File: src/rtl/flex_counter_mm.sv
// flex_counter_mm: multi-mode up/down counter with a programmable rollover value.
// It has synchronous clear and load, wrap or one-shot operation, a level rollover
// flag and a one-cycle rollover pulse. A small IDLE/RUN/DONE FSM tracks activity.
module flex_counter_mm #(
    parameter int unsigned NUM_CNT_BITS = 8
) (
    input  logic                    clk,
    input  logic                    n_rst,
    input  logic                    clear,
    input  logic                    load_en,
    input  logic [NUM_CNT_BITS-1:0] load_val,
    input  logic                    count_enable,
    input  logic                    up_down,
    input  logic                    one_shot,
    input  logic [NUM_CNT_BITS-1:0] rollover_val,
    output logic [NUM_CNT_BITS-1:0] count_out,
    output logic                    rollover_flag,
    output logic                    rollover_pulse,
    output logic                    busy,
    output logic                    done
);

    typedef enum logic [1:0] {
        IDLE = 2'd0,
        RUN  = 2'd1,
        DONE = 2'd2
    } state_t;

    localparam logic [NUM_CNT_BITS-1:0] ONE = NUM_CNT_BITS'(1);

    state_t                  state_q, state_d;
    logic [NUM_CNT_BITS-1:0] count_q, count_d;
    logic                    flag_q, flag_d;
    logic                    pulse_q, pulse_d;

    logic [NUM_CNT_BITS-1:0] term;
    logic [NUM_CNT_BITS-1:0] step_val;
    logic                    rv_zero;
    logic                    step_hits_term;

    // Terminal value depends on the direction sampled this cycle.
    always_comb begin
        rv_zero = (rollover_val == '0);
        term    = up_down ? rollover_val : ONE;
    end

    // Value the counter would take on an enabled step; out-of-range counts are
    // pulled back into 1..rollover_val.
    always_comb begin
        step_val = count_q;
        if (rv_zero) begin
            step_val = '0;
        end else if (up_down) begin
            if (count_q >= rollover_val) begin
                step_val = ONE;
            end else begin
                step_val = count_q + ONE;
            end
        end else begin
            if ((count_q <= ONE) || (count_q > rollover_val)) begin
                step_val = rollover_val;
            end else begin
                step_val = count_q - ONE;
            end
        end
        step_hits_term = !rv_zero && (step_val == term);
    end

    // Next-state, next-count and flag computation in priority order:
    // clear, then load, then an enabled step, then hold.
    always_comb begin
        state_d = state_q;
        count_d = count_q;
        pulse_d = 1'b0;
        // A held count keeps the level flag consistent with the current terminal
        // value. DONE freezes the flag along with the count.
        flag_d  = (state_q == DONE) ? flag_q : (!rv_zero && (count_q == term));

        if (clear) begin
            state_d = IDLE;
            count_d = '0;
            flag_d  = 1'b0;
        end else if (load_en) begin
            state_d = IDLE;
            count_d = load_val;
            flag_d  = !rv_zero && (load_val == term);
        end else if (count_enable && (state_q != DONE)) begin
            count_d = step_val;
            if (rv_zero) begin
                state_d = IDLE;
                flag_d  = 1'b0;
            end else begin
                flag_d  = step_hits_term;
                pulse_d = step_hits_term;
                state_d = (one_shot && step_hits_term) ? DONE : RUN;
            end
        end
    end

    // State, count and flag registers with asynchronous active-low reset.
    always_ff @(posedge clk or negedge n_rst) begin
        if (!n_rst) begin
            state_q <= IDLE;
            count_q <= '0;
            flag_q  <= 1'b0;
            pulse_q <= 1'b0;
        end else begin
            state_q <= state_d;
            count_q <= count_d;
            flag_q  <= flag_d;
            pulse_q <= pulse_d;
        end
    end

    // Outputs come straight from registers.
    always_comb begin
        count_out      = count_q;
        rollover_flag  = flag_q;
        rollover_pulse = pulse_q;
        busy           = (state_q == RUN);
        done           = (state_q == DONE);
    end

endmodule

File: config.mk
export PLATFORM = sky130hd
export DESIGN_NAME = flex_counter_mm
export DESIGN_NICKNAME = d
export VERILOG_FILES = /design/src/rtl/flex_counter_mm.sv
export SDC_FILE = /design/constraint.sdc
export NUM_CORES = 1
export LEC_CHECK = 0
export ABC_AREA = 1
export CORE_UTILIZATION = 37
export DETAILED_ROUTE_END_ITERATION = 12
export GPL_ROUTABILITY_DRIVEN = 0
export GPL_TIMING_DRIVEN = 1
export PLACE_DENSITY_LB_ADDON = 0.2
export SYNTH_ARGS = -nofsm -noshare
export SYNTH_HDL_FRONTEND = slang
export SYNTH_SLANG_ARGS = --single-unit
export TNS_END_PERCENT = 5
File: constraint.sdc
create_clock -name clk -period 2 [get_ports clk]
set_input_delay 0.6 -clock clk [delete_from_list [all_inputs] [get_ports clk]]
set_output_delay 0.6 -clock clk [all_outputs]
set_load 0.02 [all_outputs]
Word-level counts from Yosys, hierarchy flattened
Index checks and enable logic that the tools add are counted.
Widths: inputs -> output; s select.
- muxes and demuxes: 21
- shift operators: 0
- multipliers: 0
- order comparisons: 3
- $add $sub $neg: 2
- reductions and logical operators: 9
- equality and inequality tests: 7
- bitwise logic cells: 0
- divide/modulo/power cells: 0
- operators by type and width (operator ; count):
    $mux 8 ; 8
    $eq 8x8->1 ; 3
    $mux 2 ; 5
    $add 8x1->8 const B ; 1
    $ge 8x8->1 ; 1
    $gt 8x8->1 ; 1
    $le 8x1->1 const B ; 1
    $logic_not 8->1 ; 1
    $mux 1 ; 8
    $sub 8x1->8 const B ; 1
    $logic_and 1x1->1 ; 5
    $ne 4x3->1 const B ; 1
    $reduce_bool 3->1 ; 1
    $eq 2x1->1 const B ; 1
    $eq 2x2->1 const B ; 1
    $ne 2x2->1 const B ; 1
    $logic_not 1->1 ; 1
    $logic_or 1x1->1 ; 1
- bits in latches: 0
- bits in read-only memories: 0
- memories: 0
- bits in writable memories: 0
- logic and storage cells: 46
- bits in registers: 12
- input bits: 23
- output and inout port bits: 12

Logic depth before layout (Yosys ltp)
- word-level depth: 13
- depth in mapped cells: 20
- depth with buffers taken out: 20

Worst setup path before layout
No wires, ideal clock.
- path kind: input to register
- start: input port rollover_val[7]
- end: register state_q[0]
- slack: -259 ps
- buffers on the path: 0
- data arrival time: 2142 ps
- data required time: 1883 ps
- setup time: 117 ps
- cell stages on the path: 15
- cell sequence: inv_1 ha_1 a21o_1 nor2_4 nand2_4 nand2_8 nand2_8 nand2_1 nand3_2 nand3_1 nand2_1 nor2_1 nand4_1 nand2_1 nand2_1
- cells in the longest elaborated chain, start to end: 13
- RTL lines (element ; line ; source):
    start, declared ; 15 ; input logic [NUM_CNT_BITS-1:0] rollover_val,
    $gt 8x8->1 ; 60 ; if ((count_q <= ONE) || (count_q > rollover_val)) begin
    $logic_or 1x1->1 ; 60 ;
    $mux 8 ; 60 ;
    $mux 8 ; 53 ; end else if (up_down) begin
    $mux 8 ; 51 ; if (rv_zero) begin
    $eq 8x8->1 ; 66 ; step_hits_term = !rv_zero && (step_val == term);
    $logic_and 1x1->1 ; 66 ;
    $logic_and 1x1->1 ; 95 ; state_d = (one_shot && step_hits_term) ? DONE : RUN;
    $mux 2 ; 95 ;
    $mux 2 (*) ; 89 ; if (rv_zero) begin
    $mux 2 (*) ; 87 ; end else if (count_enable && (state_q != DONE)) begin
    $mux 2 (*) ; 83 ; end else if (load_en) begin
    $mux 2 (*) ; 79 ; if (clear) begin
    end signal, assigned ; 108 ; state_q <= state_d;
    end, declared ; 31 ; state_t state_q, state_d;
Every way passes the cells marked *; elsewhere a longest branch is shown, timed or not. The select of a mux whose other input is x is not followed.
A chain may end at the register's enable or synchronous reset.

Final worst setup path
Same ends and word-level chain as after synthesis.

==> results.sh <==
export IMPL_status="finished, violations left"
export IMPL_violations="negative setup slack"
export IMPL_htree_levels=1
export IMPL_fmax_mhz=432
export IMPL_initial_core_util=0.397
export IMPL_finalNonFillerCells=460
export IMPL_boundaryPins=35
export IMPL_slew_headroom=0.705
export IMPL_die_width_um=74.1
export IMPL_required_ns=2.15
export IMPL_finalHoldViolations=0
export IMPL_critPathMaxFanout=8
export IMPL_diodes=0
export IMPL_grt_max_degree=14
export IMPL_synthTopCellsByCount="59 x nand2_1, 38 x inv_1, 30 x nand3_1"
export IMPL_hold_ws_ns=0.537
export IMPL_numPortBuffers=34
export IMPL_cpMaxStageDelayCell="ha_4"
export IMPL_viasPerCell=5.45
export IMPL_crit_chain="buf_4 -> inv_4 -> ha_4 -> a21o_1 -> nor2_4 -> nand2_4 -> nand2_8 -> nand2_8 -> nand2_2 -> nand3_2 -> nand3_2 -> nand2_2 -> nor2_2 -> nand4_1 -> nand2_1 -> nand2_1"
export IMPL_slew_violations=0
export IMPL_yosysTopAreaCell="dfrtp_1"
export IMPL_worstSetupPathType="in -> reg"
export IMPL_cts_tree="yes"
export IMPL_grt_usage=0.303
export IMPL_arrival_ns=2.46
export IMPL_grt_pass1_vias=2391
export IMPL_finish_instance_area_mm2=0.00319
export IMPL_syn_nets=328
export IMPL_fin_nets=428
export IMPL_synth_area_top_cells="dfrtp_1 16%, nand2_1 12%, nand3_1 7.8%"
export IMPL_synth_area_mm2=0.00192
export IMPL_power_density_mw_per_mm2=522
export IMPL_route_vias_total=2508
export IMPL_endpoint_kind="flop"
export IMPL_placed_area_mm2=0.00293
export IMPL_dr_pass1_iters=5
export IMPL_startpoint_type="input port"
export IMPL_dp_hpwl_um=6010
export IMPL_timing_final_crit_period_ns=2.31
export IMPL_rsz0062_at_grt="true"
export IMPL_path_clk_slew_ns=0.06
export IMPL_fin_util=0.658
export IMPL_cts_buffer_depth=2
export IMPL_ys_warn_count=0
export IMPL_hold_path_class="reg -> reg"
export IMPL_drc_errors=0
export IMPL_vdd_drop_max_mv=0.442
export IMPL_ys_seq_area_frac=0.156
export IMPL_busiest_layer="met2"
export IMPL_initialDrtViolationCount=186
export IMPL_tightest_slew_ns=0.443
export IMPL_antenna_found_initial=0
export IMPL_met3_usage=0.0745
export IMPL_root_buffer="clkbuf_8"
export IMPL_numClockSinks=12
export IMPL_dp_cells=448
export IMPL_ys_ff_latch=12
export IMPL_power_leakage_nw=1.57
export IMPL_drt_wl_total_um=7900
export IMPL_num_rows=25
export IMPL_final_layout_size_suffix_gt1_frac=0.422
export IMPL_drv_cap=0
export IMPL_syn_inst=294
export IMPL_slowest_delay_ns=0.20
export IMPL_cts_buffers=3
export IMPL_die_y_um=74.1
export IMPL_async_flop_share=1.00
export IMPL_synth_cell_types=41
export IMPL_syn_area_per_cell_um2=6.55
export IMPL_core_mm2=0.00485
export IMPL_fin_crit_sh=1.16
export IMPL_setup_slack_ns=-0.315
export IMPL_use_met1=0.392
export IMPL_ys_flop_type="dfrtp_1"
export IMPL_drtAntennaViolNets=0
export IMPL_wl_per_cell_um=17.2
export IMPL_yosysMostFrequentCell="nand2_1"
export IMPL_synth_top_cell_area_share=0.156
export IMPL_met2_usage=0.484
export IMPL_setup_viol=12
export IMPL_areaGrowthSynthToFinish_pct=65.9
export IMPL_grt_pass1_wl_um=12100
export IMPL_clock_latency_ns=0.25
export IMPL_overflow=0
export IMPL_skew_ns=0.00376
export IMPL_synth_edf_count=0
export IMPL_die_area_mm2=0.00549
==> per-stage QoR <==
step | setup slack [ns] | TNS, ns | power [mW]
after floorplan | -0.172 | -0.509 | 0.875
after global placement | -1.00 | -10.29 | 1.25
after detailed placement | -1.06 | -10.91 | 1.27
after CTS | -0.307 | -2.57 | 1.57
after global routing | -0.390 | -3.22 | 1.76
final | -0.315 | -2.25 | 1.67
==> report_power, final <==
group | internal [mW] | leakage (nW) | switching, mW | total [mW]
combinational | 0.491 | 1.40 | 0.629 | 1.12
clock | 0.142 | 0.0228 | 0.115 | 0.257
sequential | 0.264 | 0.153 | 0.0274 | 0.291
==> registers in the layout, indices dropped and copies added (netlist names) <==
name and count:
count_out 8, rollover_flag 1, rollover_pulse 1, state_q 2
==> critical path: cells and delay by family <==
kind	cells	cell delay [ns]
compound gates	1	0.18
simple gates	12	1.31
buf+inv	2	0.18
fa+ha+maj	1	0.20
==> per-layer routing <==
metal  vias up  part of all wire
li1       1186                 -
met2       151              0.45
met4         0             0.041
met3        30             0.094
met5         -                 0
met1      1141              0.41
==> timing repair <==
action,in CTS,in global routing
pin swaps,17,19
hold buffers,0,0
buffers inserted,6,2
resized for setup,55,28
endpoints found under the setup margin,21,13
gates cloned,1,0
==> area by class of cell <==
type / instances / area, um2
Clock buffer: 4 / 45.0
Fill cell: 418 / 1660
Inverter: 47 / 204
Multi-Input combinational cell: 228 / 1700
Sequential cell: 12 / 304
Tap cell: 67 / 83.8
Timing Repair Buffer: 102 / 853
==> cells by family (layout without fill, tap and decap cells) <==
group / Yosys count / count (layout) / synth area share
buf+inv: 55 / 153 / 0.117
xor+xnor: 15 / 15 / 0.0683
fa+ha+maj: 11 / 11 / 0.0715
flops: 12 / 12 / 0.156
simple gates: 156 / 157 / 0.430
compound gates: 45 / 45 / 0.157
==> worst paths after layout <==
kind | startpoint | endpoint | slack [ns] | depth (start not counted)
setup / recovery | rollover_val[7] | state_q[0]$_DFFE_PN0P_ | -0.31 | 16
setup reg to reg | count_out[1]$_DFFE_PN0P_ | state_q[0]$_DFFE_PN0P_ | -0.31 | 12
hold / removal | state_q[0]$_DFFE_PN0P_ | state_q[0]$_DFFE_PN0P_ | 0.54 | 2
hold reg to reg | state_q[0]$_DFFE_PN0P_ | state_q[0]$_DFFE_PN0P_ | 0.54 | 2
max in group asynchronous | n_rst | count_out[1]$_DFFE_PN0P_ | 1.15 | 2
min in group asynchronous | n_rst | rollover_flag$_DFFE_PN0P_ | 0.66 | 2
==> cell usage in the layout (no fill, tap or decap), types with 10 or more instances in the layout <==
master and count:
xor2_1 15, nor2_1 23, inv_2 11, nand2_1 47, nand3_1 22, a21oi_1 10, buf_4 67, nand2_2 12
clkdlybuf4s50_1 16, inv_1 30, nand4_1 12, nand3_2 10
(Power assumes the default switching activity.)
